[src/rtl/uart_tx.sv]
// UART transmitter: AXI-Stream byte in, 8-bit LSB-first async frame out on txd.
// Optional odd/even parity, 1 or 2 stop bits, CTS gates frame start only.
module uart_tx #(
    parameter int CLOCK_FREQ = 10_000_000,
    parameter int BAUD_RATE  = 115_200,
    parameter int PARITY     = 0,
    parameter int STOP_BITS  = 1
) (
    input  logic       clk,
    input  logic       reset,
    input  logic [7:0] s_tdata,
    input  logic       s_tvalid,
    output logic       s_tready,
    input  logic       cts,
    output logic       txd,
    output logic       busy
);

    localparam int DIV = CLOCK_FREQ / BAUD_RATE;
    localparam int CW  = (DIV > 1) ? $clog2(DIV) : 1;
    localparam logic [CW-1:0] RELOAD    = CW'(DIV - 1);
    localparam logic [2:0]    STOP_LAST = (STOP_BITS == 2) ? 3'd1 : 3'd0;

    localparam logic [2:0] S_IDLE   = 3'd0;
    localparam logic [2:0] S_START  = 3'd1;
    localparam logic [2:0] S_DATA   = 3'd2;
    localparam logic [2:0] S_PARITY = 3'd3;
    localparam logic [2:0] S_STOP   = 3'd4;

    logic [2:0]    state;
    logic [CW-1:0] baud_cnt;
    logic [2:0]    bit_idx;
    logic [7:0]    shift;
    logic          par_bit;
    logic          cts_meta;
    logic          cts_sync;
    logic          xfer;
    logic          bit_done;

    assign s_tready = (state == S_IDLE) && cts_sync && !reset;
    assign xfer     = s_tvalid && s_tready;
    assign bit_done = (baud_cnt == '0);
    assign busy     = (state != S_IDLE);

    // Cleared to 0 so nothing is sent until CTS has been seen on two edges.
    always_ff @(posedge clk) begin
        if (reset) begin
            cts_meta <= 1'b0;
            cts_sync <= 1'b0;
        end else begin
            cts_meta <= cts;
            cts_sync <= cts_meta;
        end
    end

    always_ff @(posedge clk) begin
        if (reset) begin
            state    <= S_IDLE;
            txd      <= 1'b1;
            baud_cnt <= '0;
            bit_idx  <= '0;
            shift    <= '0;
            par_bit  <= 1'b0;
        end else begin
            if (state != S_IDLE)
                baud_cnt <= bit_done ? RELOAD : baud_cnt - CW'(1);

            case (state)
                S_IDLE: begin
                    txd <= 1'b1;
                    if (xfer) begin
                        state    <= S_START;
                        txd      <= 1'b0;
                        shift    <= s_tdata;
                        // Parity computed from the latched byte so the shifter can consume it.
                        par_bit  <= (PARITY == 1) ? ~^s_tdata : ^s_tdata;
                        baud_cnt <= RELOAD;
                        bit_idx  <= '0;
                    end
                end
                S_START: begin
                    if (bit_done) begin
                        state   <= S_DATA;
                        txd     <= shift[0];
                        bit_idx <= '0;
                    end
                end
                S_DATA: begin
                    if (bit_done) begin
                        if (bit_idx == 3'd7) begin
                            bit_idx <= '0;
                            if (PARITY != 0) begin
                                state <= S_PARITY;
                                txd   <= par_bit;
                            end else begin
                                state <= S_STOP;
                                txd   <= 1'b1;
                            end
                        end else begin
                            bit_idx <= bit_idx + 3'd1;
                            shift   <= {1'b0, shift[7:1]};
                            txd     <= shift[1];
                        end
                    end
                end
                S_PARITY: begin
                    if (bit_done) begin
                        state   <= S_STOP;
                        txd     <= 1'b1;
                        bit_idx <= '0;
                    end
                end
                S_STOP: begin
                    if (bit_done) begin
                        if (bit_idx == STOP_LAST) begin
                            state   <= S_IDLE;
                            bit_idx <= '0;
                        end else begin
                            bit_idx <= bit_idx + 3'd1;
                        end
                        txd <= 1'b1;
                    end
                end
                default: begin
                    state <= S_IDLE;
                    txd   <= 1'b1;
                end
            endcase
        end
    end

endmodule

[config.mk]
export PLATFORM = sky130hd
export DESIGN_NAME = uart_tx
export DESIGN_NICKNAME = d
export VERILOG_FILES = /design/src/rtl/uart_tx.sv
export SDC_FILE = /design/constraint.sdc
export NUM_CORES = 1
export LEC_CHECK = 0
export CAP_MARGIN = 20
export CORE_ASPECT_RATIO = 0.5
export CORE_MARGIN = 5
export CORE_UTILIZATION = 40
export DETAILED_ROUTE_END_ITERATION = 10
export PLACE_DENSITY_LB_ADDON = 0.3
export SLEW_MARGIN = 20
export SYNTH_ARGS = -nofsm -noshare
export SYNTH_HDL_FRONTEND = slang
export SYNTH_SLANG_ARGS = --single-unit
[constraint.sdc]
create_clock -name clk -period 2.1 [get_ports clk]
set_clock_uncertainty 0.15 [all_clocks]
set_input_delay 0.42 -clock clk [delete_from_list [all_inputs] [get_ports clk]]
set_output_delay 0.42 -clock clk [all_outputs]
set_load 0.1 [all_outputs]
==> impl_summary.md <==
Floorplan
The height of the die is approximately 51 um. The floorplan step set the die width to 92.6 um. The core region is 0.00336 mm^2.

For this configuration, the core starts out at a cell density of 0.406. The floorplan step defined a die boundary enclosing 0.00475 mm^2. For this design the top-level I/O count stands at 15. The total number of placement rows is 15.

Clock network
The clock passes through at most 2 buffers. The number of clock buffers added by TritonCTS is 3. The number of levels the H-tree was split into is 1.

At the later pin of the worst-skew pair, clock insertion delay measures between 0.2 and 0.3 ns. The number of buffers inserted by hold repair at cts is 0. After clock tree synthesis, the clock-pin slew on the worst setup and hold paths is 0.08 ns. CTS placed an instance of sky130_fd_sc_hd__clkbuf_8 at the clock tree root. The clock drives 24 sinks. The clock tree from TritonCTS is done.

Timing
The minimum setup slack in the final design is 0.0692 ns. At the pin with the least slew margin, the transition time is roughly 0.49 ns. The number of hold-slack violations in the final timing report is 0. The final setup violation count is 0. Dividing the final minimum period by the clock period gives 0.967. The final-report max-slew violation count was 0. The worst path in the final design needs a cycle of 2.03 ns, including I/O delays and setup. The maximum achievable frequency is 0.492 GHz. The tightest slew margin relative to the limit is 0.675.

Finish
Leaving out fill and tap cells, the most frequent cell in the layout is sky130_fd_sc_hd__dfxtp_1. The antenna diode instance count is 0. Measured on the finished design, the core utilization comes to 0.496. After the flow finishes, the layout carries non-filler instances totaling 212. The library cells used most frequently in the layout, excluding fill and tap cells, are sky130_fd_sc_hd__dfxtp_1 (21), sky130_fd_sc_hd__inv_1 (14), sky130_fd_sc_hd__nor2b_1 (12), sky130_fd_sc_hd__clkdlybuf4s50_1 (11), sky130_fd_sc_hd__nand2_1 (10). The synthesis-to-finish area growth is 22.0%.

The net count reported at finish is between 150 and 200. Of the cells placed in the final design, the portion with a size suffix greater than 1 is 0.182. The total non-filler cell area in the finished layout is 0.00167 mm^2.

Synthesis
The synthesized flop and latch total is 24. The netlist area before placement is 0.00137 mm^2. The share of the synthesized area in the top cell type is 0.352. The share of the yosys chip area belonging to registers is 0.352. Synthesis produced a netlist with a net count of 170. The synthesized area per cell is just under 9 um^2. The count of different cell masters after synthesis is 43. The post-synthesis cell type with the largest combined area is sky130_fd_sc_hd__dfxtp_1. Counting every instance in the synthesized netlist gives 153. Ranked by total cell area, the synthesized netlist is headed by sky130_fd_sc_hd__dfxtp_1 (35%), sky130_fd_sc_hd__nor2b_1 (5.5%), sky130_fd_sc_hd__ha_1 (4.6%). Yosys printed 0 warnings.

Worst setup path
The critical path is of the flop to flop type. The cell count of the worst reg-to-reg path is 6. The startpoint kind of the worst setup timing path is a flop. In this run the worst path has a maximum fanout of 15. STA classifies the critical path endpoint as a flop. Data on the critical path is required at its endpoint by 2.10 ns.

The critical path goes through ha_1 -> ha_1 -> nor4b_2 -> nand3_4 -> a221oi_1 -> a311oi_1. The cell repeated most along the worst path is sky130_fd_sc_hd__ha_1. The critical path data arrival time is a little over 2 ns.

The largest incremental delay on the critical path is 0.37 ns. In this run the critical register-to-register path is launched from bit_idx[0]. The slowest library cell on the worst path is sky130_fd_sc_hd__nor4b_2. The setup slack of the worst register-to-register path is 0.07 ns. The endpoint identified for the worst register-to-register timing path is shift[3].

Drt
The detailed-route vias per instance is between 5 and 6. The detailed router finished its first iteration with 40 violations. The routed layout has approximately 1,100 vias. The detail-routed net length per standard cell is about 13 um. The routed wire length is 2770 um. The pre-antenna-repair detailed-routing pass consisted of 4 iterations.

After detailed routing, the number of remaining DRC violations is 0. The remaining antenna violation count after routing is 0.

Global route
Across every metal layer, demand over resource in global routing totals 0.123. After global routing the overflow that remains totals 0. The global-route wire length before repair is 4760 um. The number of antenna violations at the first check in global routing was 0. Entering global routing, the biggest net connects 16 pins. The via count of the first global-routing pass was 1,033.

Flow run
The tool flagged a number of max-cap violations equal to 0.

Pwr
For this design the static power due to leakage is slightly above 0.0006 uW. The worst ir drop on vdd is between 0.2 and 0.25 mV. The ratio of total power to cell area is 611 mW/mm^2.

Placement
The placement-stage cell area is 0.00160 mm^2. The HPWL after detailed placement is approximately 2100 um. Before CTS, the worst setup slack after placement is between 0.01 and 0.015 ns.

The number of buffers added on ports is 14. At the end of routability-driven placement, the weighted congestion stood at 0.770. Once placement completed, the tool counted placed cells totaling 208.

Hold path
The startpoint of the worst hold path is cts_meta. The end point of the worst hold path is cts_sync. In this run the worst hold path is classified as flop to flop. Along the worst hold path, the cell count comes to 1.

Status
The flow ran to the end, and the final reports show no timing, DRC or antenna violations.
## cells in the mapped netlist
| cell type | n |
|---|---|
| sky130_fd_sc_hd__a2111oi_0 | 1 |
| sky130_fd_sc_hd__a211oi_1 | 2 |
| sky130_fd_sc_hd__a21boi_2 | 1 |
| sky130_fd_sc_hd__a21oi_1 | 8 |
| sky130_fd_sc_hd__a221oi_1 | 5 |
| sky130_fd_sc_hd__a221oi_2 | 2 |
| sky130_fd_sc_hd__a22oi_1 | 2 |
| sky130_fd_sc_hd__a311oi_1 | 7 |
| sky130_fd_sc_hd__a31o_2 | 1 |
| sky130_fd_sc_hd__a32oi_1 | 1 |
| sky130_fd_sc_hd__and2_2 | 1 |
| sky130_fd_sc_hd__and3_1 | 1 |
| sky130_fd_sc_hd__and3b_1 | 1 |
| sky130_fd_sc_hd__buf_2 | 4 |
| sky130_fd_sc_hd__buf_6 | 2 |
| sky130_fd_sc_hd__clkbuf_1 | 3 |
| sky130_fd_sc_hd__dfxtp_1 | 24 |
| sky130_fd_sc_hd__ha_1 | 5 |
| sky130_fd_sc_hd__inv_1 | 15 |
| sky130_fd_sc_hd__mux2i_1 | 5 |
| sky130_fd_sc_hd__nand2_1 | 10 |
| sky130_fd_sc_hd__nand2b_1 | 3 |
| sky130_fd_sc_hd__nand3_1 | 3 |
| sky130_fd_sc_hd__nand3_2 | 1 |
| sky130_fd_sc_hd__nand4_1 | 4 |
| sky130_fd_sc_hd__nor2_1 | 4 |
| sky130_fd_sc_hd__nor2_4 | 1 |
| sky130_fd_sc_hd__nor2b_1 | 12 |
| sky130_fd_sc_hd__nor3_1 | 5 |
| sky130_fd_sc_hd__nor3_4 | 1 |
| sky130_fd_sc_hd__nor3b_2 | 1 |
| sky130_fd_sc_hd__nor4_1 | 3 |
| sky130_fd_sc_hd__nor4_4 | 1 |
| sky130_fd_sc_hd__nor4b_2 | 1 |
| sky130_fd_sc_hd__o21a_1 | 1 |
| sky130_fd_sc_hd__o21ai_0 | 4 |
| sky130_fd_sc_hd__o22ai_1 | 1 |
| sky130_fd_sc_hd__o311ai_0 | 1 |
| sky130_fd_sc_hd__o31ai_1 | 1 |
| sky130_fd_sc_hd__o41ai_1 | 1 |
| sky130_fd_sc_hd__or2_1 | 1 |
| sky130_fd_sc_hd__or3_1 | 1 |
| sky130_fd_sc_hd__xnor2_1 | 1 |
## area by class of cell
| cell class | count | area [um^2] |
|---|---|---|
| Clock buffer | 4 | 55.1 |
| Fill cell | 314 | 1690 |
| Inverter | 15 | 56.3 |
| Multi-Input combinational cell | 105 | 787 |
| Sequential cell | 24 | 484 |
| Tap cell | 42 | 52.6 |
| Timing Repair Buffer | 22 | 230 |
## timing repair
item / in CTS / in global routing
resized for setup: 0 / 6
endpoints found under the hold margin: 0 / 0
setup buffers: 0 / 0
setup endpoints to repair: 0 / 9
## kinds of logic after synthesis
logic type	synth area share
AND/OR/NAND/NOR	0.258
AO/OA/AOI/OAI	0.221
buffers and inverters	0.0807
flip-flops	0.352
multiplexers	0.0367
adder cells (fa/ha/maj)	0.0458
XOR/XNOR	0.00642
## critical path, delay by kind of cell (launching register included)
family / cells / cell delay (ns)
AO/OA/AOI/OAI: 2 / 0.43
adder cells (fa/ha/maj): 2 / 0.40
flip-flops: 1 / 0.33
AND/OR/NAND/NOR: 2 / 0.60
## power by group
part / total [uW] / internal, uW / switching (uW)
combinational: 206 / 94.0 / 112
sequential: 498 / 475 / 22.7
clock: 313 / 167 / 146
## per-stage QoR
| step | total power (uW) | hold slack (ns) | TNS (ns) |
|---|---|---|---|
| 2_1_floorplan | 640 | 0.264 | 0 |
| 3_3_place_gp | 706 | 0.267 | 0 |
| 3_5_place_dp | 708 | 0.283 | 0 |
| 4_1_cts | 1020 | 0.304 | 0 |
| 5_1_grt | 1060 | 0.318 | -0.0809 |
| 6_report | 1020 | 0.297 | 0 |
## state kept, by name, summed over array words and instances, names as in the netlist
name and flops:
baud_cnt 7, cts_sync 1, state 3, cts_meta 1, shift 8, txd 1, bit_idx 3
## per-layer routing
metal	vias to the layer above	wire length, um	GRT usage
met4	0	18	0.0292
li1	594	-	-
met2	14	1240	0.200
met1	499	1420	0.162
met3	2	92	0.0353
met5	-	0	0
## worst max-delay path by stage
stage / slack [ns] / depth (start not counted) / startpoint / endpoint
floorplan: 0.02 / 6 / state[2] / txd
global placement: 0.06 / 6 / reset / txd
detailed placement: 0.01 / 6 / reset / txd
CTS: 0.02 / 3 / state[2] / s_tready
global route: -0.04 / 6 / bit_idx[0] / shift[1]
finish: 0.07 / 6 / bit_idx[0] / shift[3]
Power figures use the tool's default switching activity.
